File: config.mk
export PLATFORM = sky130hd
export DESIGN_NAME = sensor_frontend
export DESIGN_NICKNAME = d
export VERILOG_FILES = /design/src/rtl/fuzzy_pkg.sv /design/src/rtl/sensor_avg_chan.sv /design/src/rtl/sensor_frontend.sv
export SDC_FILE = /design/constraint.sdc
export NUM_CORES = 1
export LEC_CHECK = 0
export ABC_AREA = 1
export BUFFER_PORTS_ARGS = -buffer_cell sky130_fd_sc_hd__buf_2
export CORE_ASPECT_RATIO = 2
export CORE_UTILIZATION = 60
export DETAILED_ROUTE_END_ITERATION = 7
export HOLD_SLACK_MARGIN = 0.03
export PLACE_DENSITY = 0.8
export SYNTH_ARGS = -nofsm -noshare
export SYNTH_HDL_FRONTEND = slang
export SYNTH_SLANG_ARGS = --single-unit
File: constraint.sdc
create_clock -name clk -period 3 [get_ports clk]
set_input_delay 0.15 -clock clk [delete_from_list [all_inputs] [get_ports clk]]
set_output_delay 0.15 -clock clk [all_outputs]
set_load 0.1 [all_outputs]
File: src/rtl/fuzzy_pkg.sv
// Shared definitions for the flood-risk estimator and its sensor front end.
package fuzzy_pkg;

    // Upper bound of the fuzzy membership input range.
    localparam int MEMB_MAX = 100;

    typedef enum logic [1:0] {
        RAIN   = 2'd0,
        SOIL   = 2'd1,
        UPDATE = 2'd2
    } fe_state_t;

    // Unsigned clip of a byte to an upper limit.
    function automatic logic [7:0] clip_u8(input logic [7:0] v, input logic [7:0] lim);
        return (v > lim) ? lim : v;
    endfunction

endpackage

File: src/rtl/sensor_avg_chan.sv
// One averaging channel: accumulates bytes, supports undoing a byte,
// and presents the floor-average clipped to CLIP_MAX.
module sensor_avg_chan
    import fuzzy_pkg::*;
#(
    parameter int AVG_LOG2 = 2,
    parameter int CLIP_MAX = MEMB_MAX
) (
    input  logic       clk,
    input  logic       rst,
    input  logic       clr,
    input  logic       add_en,
    input  logic [7:0] add_byte,
    input  logic       sub_en,
    input  logic [7:0] sub_byte,
    output logic [7:0] avg
);
    localparam int ACC_W = 8 + AVG_LOG2;

    logic [ACC_W-1:0] acc;
    logic [ACC_W-1:0] add_v;
    logic [ACC_W-1:0] sub_v;
    logic [7:0]       avg_raw;

    assign add_v = add_en ? ACC_W'(add_byte) : '0;
    assign sub_v = sub_en ? ACC_W'(sub_byte) : '0;

    // Accumulate; a subtracted byte was always added earlier, so no underflow.
    always_ff @(posedge clk) begin
        if (rst || clr)
            acc <= '0;
        else
            acc <= acc - sub_v + add_v;
    end

    // Window sum never exceeds 255 * 2^AVG_LOG2, so the shifted value fits a byte.
    assign avg_raw = 8'(acc >> AVG_LOG2);
    assign avg     = clip_u8(avg_raw, 8'(CLIP_MAX));

endmodule

File: src/rtl/sensor_frontend.sv
// Deframes rain/soil byte pairs, averages 2^AVG_LOG2 frames, and drives the
// estimator inputs; drops the enable when the stream stalls.
module sensor_frontend
    import fuzzy_pkg::*;
#(
    parameter int AVG_LOG2 = 2,
    parameter int CLIP_MAX = MEMB_MAX,
    parameter int TIMEOUT  = 1024
) (
    input  logic       clk,
    input  logic       rst,
    input  logic [7:0] in_data,
    input  logic       in_sof,
    input  logic       in_valid,
    output logic       in_ready,
    output logic [7:0] raw,
    output logic [7:0] sow,
    output logic       ef,
    output logic       frame_err
);
    localparam int SW = $clog2(TIMEOUT + 1);
    localparam int FW = AVG_LOG2 + 1;
    localparam logic [FW-1:0] LAST_FRAME = FW'((1 << AVG_LOG2) - 1);

    fe_state_t     state, nxt;
    logic [SW-1:0] stale_cnt;
    logic [FW-1:0] frame_cnt;
    logic [7:0]    rain_hold;
    logic [7:0]    rain_avg, soil_avg;

    logic flush, take, rain_take, resync, frame_done, bad_byte, win_clr;

    // Timeout flush outranks byte acceptance on the same edge.
    assign flush   = (stale_cnt == SW'(TIMEOUT - 1));
    assign win_clr = flush || (state == UPDATE);

    // State register.
    always_ff @(posedge clk) begin
        if (rst) state <= RAIN;
        else     state <= nxt;
    end

    // Next-state logic.
    always_comb begin
        nxt = state;
        case (state)
            RAIN:    if (rain_take) nxt = SOIL;
            SOIL:    if (frame_done) nxt = (frame_cnt == LAST_FRAME) ? UPDATE : RAIN;
            UPDATE:  nxt = RAIN;
            default: nxt = RAIN;
        endcase
        if (flush) nxt = RAIN;
    end

    // Handshake and per-byte decode.
    always_comb begin
        in_ready   = (state != UPDATE);
        take       = in_valid && in_ready && !flush;
        rain_take  = take && in_sof;
        resync     = take && in_sof && (state == SOIL);
        frame_done = take && !in_sof && (state == SOIL);
        bad_byte   = take && !in_sof && (state == RAIN);
    end

    // Stale counter: cleared per completed frame, saturates at TIMEOUT.
    always_ff @(posedge clk) begin
        if (rst || frame_done)              stale_cnt <= '0;
        else if (stale_cnt != SW'(TIMEOUT)) stale_cnt <= stale_cnt + SW'(1);
    end

    // Frame count within the current window.
    always_ff @(posedge clk) begin
        if (rst || win_clr)  frame_cnt <= '0;
        else if (frame_done) frame_cnt <= frame_cnt + FW'(1);
    end

    // Rain byte of the open frame, kept so a resync can back it out.
    always_ff @(posedge clk) begin
        if (rst)            rain_hold <= '0;
        else if (rain_take) rain_hold <= in_data;
    end

    // Estimator outputs; raw/sow only move in UPDATE.
    always_ff @(posedge clk) begin
        if (rst) begin
            raw       <= '0;
            sow       <= '0;
            ef        <= 1'b0;
            frame_err <= 1'b0;
        end else begin
            if (state == UPDATE) begin
                raw <= rain_avg;
                sow <= soil_avg;
                ef  <= 1'b1;
            end else if (flush) begin
                ef  <= 1'b0;
            end
            if (bad_byte || resync) frame_err <= 1'b1;
        end
    end

    sensor_avg_chan #(.AVG_LOG2(AVG_LOG2), .CLIP_MAX(CLIP_MAX)) u_rain (
        .clk      (clk),
        .rst      (rst),
        .clr      (win_clr),
        .add_en   (rain_take),
        .add_byte (in_data),
        .sub_en   (resync),
        .sub_byte (rain_hold),
        .avg      (rain_avg)
    );

    sensor_avg_chan #(.AVG_LOG2(AVG_LOG2), .CLIP_MAX(CLIP_MAX)) u_soil (
        .clk      (clk),
        .rst      (rst),
        .clr      (win_clr),
        .add_en   (frame_done),
        .add_byte (in_data),
        .sub_en   (1'b0),
        .sub_byte (8'd0),
        .avg      (soil_avg)
    );

endmodule

==> run_results.csv, run 1 <==
group,metric,value,unit
pwr,power_density,700.4,mW/mm^2
floorplan,floorplan.initialDensity,63.19,%
pwr,p_sw,0.001058,W
pwr,power_frac_seq,31.6,%
clock_network,numCtsBuffers,9,
floorplan,die_w,57.07,um
place,routabilityCongestion,0.9029,
worst_setup_path,worst-setup-path-type,"reg2reg",
job,maxCapViolCount,0,
clock_network,cts_hold_repair.buffers,0,
floorplan,ios,31,
grt,grt_antenna_before_repair,0,
worst_setup_path,reg2reg_to,"u_rain.acc[6]",
grt,grt_pass1_wl,14750,um
worst_setup_path,crit_start,"stale_cnt[1]",
yosys,synthTopCellsByCount,"nand2_1 (108), inv_1 (91), dfxtp_1 (62)",
yosys,yosys.cell_count.top_type,"nand2_1",
pwr,p_comb_share,33.1,%
yosys,synth_cell_types,34,
timing,finalMaxSlewViolations,0,
yosys,synth_seq_cells,62,
floorplan,die_area,0.006399,mm^2
min_path,hold_path_class,"in2reg",
final_layout,area_growth_syn_to_layout,18.16,%
pwr,leakage,2.059,nW
clock_network,clockRootBuffer,"clkbuf_16",
yosys,syn_nets,550,
worst_setup_path,endpoint,"u_rain.acc[6]",
worst_setup_path,r2r_slack,0.14,ns
place,port_buffers,30,
route,route.detailed.drc,2,
pwr,pwr-share-clk,35.3,%
worst_setup_path,crit_arrival,3.06,ns
grt,grt_pass1_vias,3498,
grt,grt_overflow,0,
route,wl_per_cell,14.73,um
yosys,async_reset_ff_share,0,%
timing,fin_crit,2.863,ns
grt,grt_usage,30.94,%
timing,hold_viol_final,0,
min_path,holdPathStages,3,
place,place_hpwl,6802,um
pwr,peakVddDrop,610.2,uV
timing,setup_violations,0,
final_layout,drive_above_1_share,18.69,%
yosys,synth-edff-count,0,
timing,post-route-period-util,95.42,%
route,via_count,3363,
floorplan,die_h,112.1,um
worst_setup_path,cp-end-kind,"flip-flop",
route,routed_wl,9015,um
floorplan,core_area,0.005758,mm^2
clock_network,path_clk_slew,0.05,ns
yosys,synth_ff_type,"dfxtp_1",
worst_setup_path,rr_worst_depth,15,
timing,fmax,0.3493,GHz
outcome,outcome,"finished with violations",
final_layout,num_antenna_cells,0,
clock_network,cts_tree,"yes",
timing,final.setup.tns,0,ns
final_layout,instances_no_fill,612,
pwr,swShare,35.12,%
worst_setup_path,reg2reg_from,"stale_cnt[1]",
yosys,ys_warn_count,0,
yosys,synth_top_area_share,34.11,%
clock_network,cts.path.max_buffers,2,
yosys,seq_area_frac_synth,34.11,%
route,drtIter0Drc,160,
clock_network,clk_latency,0.34,ns
timing,relSlewSlack,63.78,%
route,ant_nets,0,
route,avgViaCountPerCell,5.495,
yosys,syn_avg_cell_area,7.191,um^2
yosys,synth.area.top_cells,"dfxtp_1 (34%), nand2_1 (11%), inv_1 (9.4%), ha_1 (7.9%), a21oi_1 (5.5%)",
yosys,synth_top_area_cell,"dfxtp_1",
pwr,internal_power,0.001954,W
timing,finClkSkew,0.005946,ns
floorplan,rows,39,
route,firstDrtPassIters,6,
worst_setup_path,crit_path_max_fanout,5,
place,place_inst,593,
final_layout,num-nets-final,590,
timing,worst_slew_pin_slew,0.5426,ns
yosys,synth_area,0.003638,mm^2
worst_setup_path,worstPathRequired,3.20,ns
clock_network,h-tree-depth,3,
yosys,synthCells,506,
outcome,violations,"DRC",
clock_network,cts_sinks,62,
grt,grt_max_degree,29,
final_layout,nFillCells,451,
worst_setup_path,cp-start-kind,"flip-flop",
[what timing repair did]
action / CTS / global route
setup buffers: 2 / 1
resized for setup: 1 / 25
pin swaps: 0 / 6
setup endpoints to repair: 5 / 7
[per-stage QoR]
step	worst slack (ns)	power (W)	hold WS [ns]	instance area, um^2	util (%)
2_1_floorplan	0.2751	0.001565	0.3150	3638	-
3_3_place_gp	0.04044	0.001738	0.4288	3845	66.78
3_5_place_dp	-0.03342	0.001751	0.4366	3845	66.78
4_1_cts	0.03792	0.002821	0.09033	4172	72.45
5_1_grt	-0.01515	0.003188	0.1208	4299	74.66
6_report	0.1373	0.003011	0.1017	4299	74.66
[power groups by stage]
stage	registers [W]	logic [W]	clock network (W)
floorplan	0.000946	0.000618	0
global placement	0.000965	0.000772	0
detailed placement	0.000966	0.000785	0
CTS	0.000949	0.000795	0.00108
global route	0.000958	0.00112	0.00111
finish	0.000951	0.000998	0.00106
[routing by layer]
metal  routed length, um  part of all wire, %  vias to the layer above  global-route usage, %
met2                5105                   57                       84                  58.75
li1                    -                    -                     1668                      -
met3                 260                  2.9                       51                  6.106
met1                2946                   33                     1560                  25.55
met5                   0                    0                        -                      0
met4                 703                  7.8                        0                  26.18
[kinds of logic (layout without fill, tap and decap cells)]
family,Yosys count,after routing,share of synthesized area (%)
buffers and inverters,105,150,11.66
adder cells (fa/ha/maj),32,32,12.86
flip-flops,62,62,34.11
XOR/XNOR,8,8,1.926
AND/OR/NAND/NOR,228,228,28.44
AO/OA/AOI/OAI,71,71,11.00
[layout by cell type (no fill, tap or decap), types with 2 or more instances in the layout]
cell type,netlist,final
ha_1,23,15
o211ai_1,2,2
ha_4,0,5
nor2_4,3,3
nand2_2,2,4
nor3_1,3,3
clkinvlp_4,0,3
inv_1,91,90
inv_2,3,3
nand4_1,7,7
dfxtp_1,62,61
clkbuf_16,0,9
nor2_1,52,50
fa_1,9,9
a21oi_1,40,36
o21ai_0,15,15
a21oi_2,5,9
xor2_1,7,6
nand2_1,108,105
nand3_1,38,37
nor2_2,7,9
ha_2,0,3
o21bai_1,7,6
buf_4,2,9
nand3_2,2,3
buf_2,4,30
inv_4,1,2
[worst max-delay path, stage by stage, from the launching register on]
cell and delay, ns:
dfxtp_2 0.37, ha_2 0.20, nand2_2 0.07, nor2_4 0.18
nand3_4 0.10, nand4_1 0.08, buf_4 0.15, nor2_2 0.05
fa_1 0.50, fa_1 0.44, inv_2 0.08, nand3_2 0.10
a21oi_1 0.22, nor2_1 0.06, nand2_1 0.06, a21oi_1 0.06
[worst min-delay path by stage]
stage	start	endpoint	slack, ns
after CTS	in_data[0]	rain_hold[0]	0.09
final	in_data[0]	rain_hold[0]	0.10
after floorplan	in_data[0]	rain_hold[0]	0.31
after global routing	in_data[4]	rain_hold[4]	0.12
after detailed placement	sow[7]	sow[7]	0.44
after global placement	sow[7]	sow[7]	0.43
[registers in the layout, indices dropped and copies added (netlist names)]
signal,count
ef,1
frame_cnt,3
frame_err,1
rain_hold,8
raw,8
sow,8
stale_cnt,11
state,2
u_rain.acc,10
u_soil.acc,10
[layout make-up]
class | count | area (um^2) | area share (%)
flip-flops and latches | 62 | 1242 | 28.90
multi-input cells | 339 | 2092 | 48.66
inverters | 95 | 361.6 | 8.411
well taps | 61 | 76.32 | 1.775
clock inverters | 6 | 70.07 | 1.630
repair buffers | 39 | 217.7 | 5.064
clock buffers | 10 | 239.0 | 5.559
(Power assumes the default switching activity.)
==> inputs of run 2 (changes only) <==
--- a/config.mk
+++ b/config.mk
@@ -8,10 +8,10 @@
 export ABC_AREA = 1
 export BUFFER_PORTS_ARGS = -buffer_cell sky130_fd_sc_hd__buf_2
 export CORE_ASPECT_RATIO = 2
-export CORE_UTILIZATION = 60
+export CORE_UTILIZATION = 62
 export DETAILED_ROUTE_END_ITERATION = 7
 export HOLD_SLACK_MARGIN = 0.03
-export PLACE_DENSITY = 0.8
+export PLACE_DENSITY = 0.82
 export SYNTH_ARGS = -nofsm -noshare
 export SYNTH_HDL_FRONTEND = slang
 export SYNTH_SLANG_ARGS = --single-unit
==> constraint.sdc (replaced) <==
create_clock -name clk -period 3.5 [get_ports clk]
set_input_delay 0.175 -clock clk [delete_from_list [all_inputs] [get_ports clk]]
set_output_delay 0.175 -clock clk [all_outputs]
set_load 0.1 [all_outputs]
==> run 2 against run 1 <==
The flow now finishes without violations. Hold slack improved by 0.036 ns. Cell count fell by 1.5%. Sequential share of layout area rose by 1.3 points. Critical path depth did not move. Flip-flop and latch count did not move. Register-to-register slack improved by 0.23 ns. Wire length fell by 3.9%. First-iteration DRC count fell by 17%. Critical path type unchanged. Critical endpoint is now u_rain.acc[8]. Highest routed layer unchanged.
==> run_results.csv, run 2 (synthesis results as in run 1) <==
group,metric,value,unit
timing,rsz0062_at_grt,"false",
min_path,holdPathStages,3,
grt,grt_antenna_before_repair,0,
worst_setup_path,cp-start-kind,"flip-flop",
timing,final.setup.tns,0,ns
place,routabilityCongestion,0.8874,
worst_setup_path,slowest_stage,"fa_1",
worst_setup_path,cp_cell_sequence,"ha_1, nand2_1, nor2_4, nand3_4, nand4_1, inv_1, nand2_1, fa_1, ha_1, inv_1, o21bai_1, a21oi_1, nand2_1, nand2_1, a21oi_1",
worst_setup_path,r2r_slack,0.37,ns
final_layout,drive_above_1_share,13.10,%
floorplan,floorplan.initialDensity,64.28,%
clock_network,numCtsBuffers,9,
worst_setup_path,reg2reg_from,"stale_cnt[0]",
worst_setup_path,cpPeakStageDelay,0.44,ns
pwr,finalPower,0.002423,W
pwr,leakage,2.025,nW
route,avgViaCountPerCell,5.473,
clock_network,cts_sinks,62,
clock_network,cts.repair.resized,0,
pwr,peakVddDrop,540.5,uV
clock_network,clockRootBuffer,"clkbuf_16",
worst_setup_path,crit_buf_inv,2,
route,route.detailed.drc,0,
clock_network,h-tree-depth,3,
final_layout,num_antenna_cells,0,
timing,finClkSkew,0.007504,ns
route,firstDrtPassIters,4,
worst_setup_path,cp-end-kind,"flip-flop",
final_layout,mostFrequentLayoutCells,"nand2_1 (108), inv_1 (91), dfxtp_1 (62)",
route,ant_nets,0,
clock_network,cts.path.max_buffers,2,
job,maxCapViolCount,0,
timing,relSlewSlack,62.18,%
final_layout,num-nets-final,582,
timing,fin_crit,3.134,ns
final_layout,area_growth_syn_to_layout,12.90,%
worst_setup_path,reg2reg_to,"u_rain.acc[8]",
floorplan,core_area,0.005660,mm^2
route,wl_per_cell,14.37,um
route,routed_wl,8667,um
pwr,power_density,590.0,mW/mm^2
timing,hold_viol_final,0,
min_path,hp-start,"in_data[4]",
worst_setup_path,cp_top_family,"adder cells",
clock_network,path_clk_slew,0.05,ns
timing,fmax,0.3190,GHz
floorplan,rows,39,
clock_network,post_cts_buffers,0,
worst_setup_path,worstPathRequired,3.75,ns
grt,grt_pass1_wl,13850,um
final_layout,regMostFlops,"stale_cnt",
timing,setup_violations,0,
worst_setup_path,cp_common_cell,"nand2_1",
final_layout,largest_register_ff_count,11,
min_path,hold_path_class,"in2reg",
min_path,hold_end,"rain_hold[4]",
worst_setup_path,path_depth,15,
timing,post-route-period-util,89.56,%
final_layout,reg.largest.list,"stale_cnt x11, u_rain.acc x10, u_soil.acc x10",
grt,grt_overflow,0,
place,port_buffers,30,
route,via_count,3300,
floorplan,die_area,0.006198,mm^2
clock_network,cts_tree,"yes",
floorplan,die_w,56.17,um
grt,grt_usage,29.86,%
route,drtIter0Drc,133,
worst_setup_path,rr_worst_depth,15,
grt,grt_max_degree,29,
worst_setup_path,crit_arrival,3.39,ns
timing,finalMaxSlewViolations,0,
worst_setup_path,crit_path_max_fanout,8,
final_layout,mostFrequentLayoutCell,"nand2_1",
timing,worst_slew_pin_slew,0.5667,ns
clock_network,cts_hold_repair.buffers,0,
floorplan,die_h,110.3,um
outcome,outcome,"finished, final reports clean",
worst_setup_path,worst-setup-path-type,"reg2reg",
place,place_hpwl,6662,um
grt,grt_pass1_vias,3284,
clock_network,clk_latency,0.34,ns
floorplan,ios,31,
-- run 2: cell type report --
cell class	instances	area, um^2
clock buffers	12	256.5
clock inverters	3	43.79
fillers	465	1553
repair buffers	31	157.7
inverters	95	359.1
multi-input cells	339	1973
flip-flops and latches	62	1241
well taps	61	76.32
-- run 2: per-stage QoR --
step | std cells | hold WS, ns | setup WS [ns] | util, % | instance area, um^2
floorplan | 506 | 0.3400 | 0.7751 | - | 3638
global placement | 588 | 0.4317 | 0.5108 | 67.26 | 3807
detailed placement | 588 | 0.4340 | 0.4316 | 67.26 | 3807
CTS | 603 | 0.1322 | 0.3982 | 72.57 | 4108
global route | 603 | 0.1531 | 0.1397 | 72.57 | 4108
finish | 603 | 0.1378 | 0.3655 | 72.57 | 4108
-- run 2: power by group --
| part | leakage, nW | internal (W) | switching, W |
|---|---|---|---|
| Sequential | 0.504 | 0.000758 | 0.0000588 |
| Clock | 0.149 | 0.000585 | 0.000308 |
| Combinational | 1.37 | 0.000257 | 0.000457 |
| Total | 2.03 | 0.00160 | 0.000824 |
-- run 2: metal layers --
metal  track usage, %  routed length (um)
met5                0                   0
met4            18.29                 506
met3            5.951                 270
met2            61.99                4961
met1            24.44                2929
-- run 2: worst register-to-register path: stages, from the launching register on --
cell and delay [ns]:
dfxtp_1 0.40, ha_1 0.21, nand2_1 0.11, nor2_4 0.17, nand3_4 0.16, nand4_1 0.24, inv_1 0.13, nand2_1 0.10
fa_1 0.44, ha_1 0.36, inv_1 0.08, o21bai_1 0.27, a21oi_1 0.14, nand2_1 0.09, nand2_1 0.06, a21oi_1 0.11
-- run 2: worst max-delay path by stage --
stage	startpoint	end	slack, ns
after floorplan	stale_cnt[0]	u_rain.acc[7]	0.78
after global placement	stale_cnt[1]	u_rain.acc[6]	0.51
after detailed placement	stale_cnt[0]	u_rain.acc[6]	0.43
after CTS	stale_cnt[0]	u_rain.acc[6]	0.40
after global routing	stale_cnt[0]	u_rain.acc[9]	0.14
final	stale_cnt[0]	u_rain.acc[8]	0.37
==> inputs of run 3 (changes only) <==
--- a/config.mk
+++ b/config.mk
@@ -6,12 +6,13 @@
 export NUM_CORES = 1
 export LEC_CHECK = 0
 export ABC_AREA = 1
-export BUFFER_PORTS_ARGS = -buffer_cell sky130_fd_sc_hd__buf_2
 export CORE_ASPECT_RATIO = 2
 export CORE_UTILIZATION = 62
 export DETAILED_ROUTE_END_ITERATION = 7
+export DONT_BUFFER_PORTS = 1
 export HOLD_SLACK_MARGIN = 0.03
-export PLACE_DENSITY = 0.82
+export PLACE_DENSITY = 0.78
+export SETUP_SLACK_MARGIN = 0.15
 export SYNTH_ARGS = -nofsm -noshare
 export SYNTH_HDL_FRONTEND = slang
 export SYNTH_SLANG_ARGS = --single-unit
==> run 3 against run 2 <==
Fmax barely moved. Clock-buffer cell count did not move. Via count fell by 2.4%. Largest power group unchanged. Combinational power increased by 3.1%. Hold slack got worse by 0.10 ns. Highest routed layer unchanged.
==> run_results.csv, run 3 (synthesis results as in run 1) <==
group,metric,value,unit
outcome,outcome,"finished, final reports clean",
grt,grt_antenna_before_repair,0,
clock_network,cts_sinks,62,
place,place_hpwl,6629,um
min_path,hold_path_class,"in2reg",
final_layout,drive_above_1_share,9.302,%
route,wl_per_cell,15.15,um
timing,fmax,0.3188,GHz
floorplan,die_area,0.006198,mm^2
grt,grt_overflow,0,
final_layout,largest_register_ff_count,11,
grt,grt_max_degree,29,
final_layout,mostFrequentLayoutCell,"nand2_1",
floorplan,floorplan.initialDensity,64.28,%
place,place_ws,0.3194,ns
floorplan,rows,39,
pwr,peakVddDrop,608.0,uV
route,ant_nets,0,
worst_setup_path,reg2reg_from,"stale_cnt[0]",
place,routabilityCongestion,0.9031,
floorplan,die_w,56.17,um
clock_network,clockRootBuffer,"clkbuf_16",
worst_setup_path,worstPathRequired,3.70,ns
timing,fin_ws,0.3633,ns
route,highest_layer,"met4",
clock_network,clk_latency,0.33,ns
final_layout,area_growth_syn_to_layout,10.97,%
route,wl_met2,4803,um
final_layout,mostFrequentLayoutCells,"nand2_1 (108), inv_1 (91), dfxtp_1 (62)",
place,dpl_cell_area,0.003657,mm^2
final_layout,num_antenna_cells,0,
floorplan,die_h,110.3,um
timing,rsz0062_at_grt,"true",
route,avgViaCountPerCell,5.582,
timing,hold_viol_final,0,
worst_setup_path,rr_worst_depth,16,
timing,finClkSkew,0.006167,ns
clock_network,numCtsBuffers,9,
route,via_count,3221,
timing,setup_violations,0,
route,drtIter0Drc,102,
pwr,power_density,611.1,mW/mm^2
clock_network,cts_tree,"yes",
route,routed_wl,8741,um
floorplan,core_area,0.005660,mm^2
final_layout,regMostFlops,"stale_cnt",
clock_network,path_clk_slew,0.05,ns
final_layout,nFillCells,499,
timing,final.setup.tns,0,ns
route,route.detailed.drc,0,
final_layout,multi_input_area,0.002007,mm^2
final_layout,final_area,0.004038,mm^2
route,wl_met1,2882,um
job,maxCapViolCount,0,
timing,fin_crit,3.137,ns
worst_setup_path,cp-end-kind,"flip-flop",
timing,post-route-period-util,89.62,%
worst_setup_path,worst-setup-path-type,"reg2reg",
grt,grt_pass1_wl,13870,um
final_layout,reg.largest.list,"stale_cnt x11, u_rain.acc x10, u_soil.acc x10",
min_path,hold_end,"rain_hold[4]",
pwr,leakage,1.901,nW
worst_setup_path,r2r_slack,0.36,ns
worst_setup_path,cp-start-kind,"flip-flop",
min_path,holdPathStages,2,
grt,grt_pass1_vias,3215,
place,port_buffers,0,
worst_setup_path,reg2reg_to,"u_rain.acc[8]",
route,firstDrtPassIters,4,
final_layout,num-nets-final,556,
timing,finalMaxSlewViolations,0,
final_layout,seqCellArea,0.001241,mm^2
floorplan,ios,31,
grt,grt_usage,29.95,%
worst_setup_path,crit_arrival,3.33,ns
timing,worst_slew_pin_slew,1.005,ns
timing,relSlewSlack,32.92,%
clock_network,cts.path.max_buffers,2,
clock_network,h-tree-depth,3,
min_path,hp-start,"in_data[4]",
worst_setup_path,crit_path_max_fanout,8,
route,wl_met3,363,um
## run 3: what timing repair did
action / 4_1_cts / 5_1_grt
gates resized for setup: 0 / 6
setup endpoints to repair: 0 / 6
hold buffers: 3 / 0
endpoints found under the hold margin: 10 / 0
setup buffers: 0 / 1
## run 3: metal layers
layer,vias up,GRT usage [%]
met3,44,7.118
met4,0,25.61
met5,-,0
met2,86,56.89
li1,1609,-
met1,1482,25.33
## run 3: metrics by stage
stage,hold WS [ns],utilization [%],power (W),std cells
floorplan,0.3400,-,0.001341,506
global placement,0.2481,64.61,0.001472,558
detailed placement,0.2505,64.61,0.001494,558
CTS,0.03292,70.60,0.002417,576
global route,0.04081,71.33,0.002606,577
finish,0.03551,71.33,0.002467,577
## run 3: area by class of cell
class / instances / area share [%]
clock inverter: 3 / 1.054
clock buffer: 12 / 6.601
tap: 61 / 1.890
timing repair buffer: 5 / 1.116
inverter: 95 / 8.894
sequential: 62 / 30.74
multi-input combinational: 339 / 49.71
## run 3: worst max-delay path by stage
stage                     depth (start not counted)       endpoint  slack [ns]          from
after floorplan                                  16  u_rain.acc[7]        0.78  stale_cnt[0]
after global placement                           15  u_rain.acc[9]        0.39  stale_cnt[0]
after detailed placement                         14  u_rain.acc[7]        0.32  stale_cnt[0]
after CTS                                        14  u_rain.acc[7]        0.29  stale_cnt[0]
after global routing                             15  u_rain.acc[7]        0.09  stale_cnt[0]
final                                            16  u_rain.acc[8]        0.36  stale_cnt[0]
## run 3: report_power, final
part           leakage, nW  internal (W)  switching [W]
Combinational         1.25      0.000274       0.000462
Sequential           0.504      0.000758      0.0000648
Clock                0.151      0.000603       0.000306
Total                 1.90       0.00163       0.000833
## run 3: worst max-delay path, cell delays in order, from the launching register on
cell,delay [ns]
dfxtp_1,0.40
ha_1,0.21
nand2_1,0.11
nor2_4,0.16
nand3_4,0.16
nand4_1,0.14
buf_4,0.17
inv_1,0.09
nand2_1,0.12
fa_1,0.43
ha_1,0.36
inv_1,0.13
o21bai_2,0.11
a21oi_1,0.21
nand2_1,0.09
nand2_1,0.07
a21oi_1,0.06
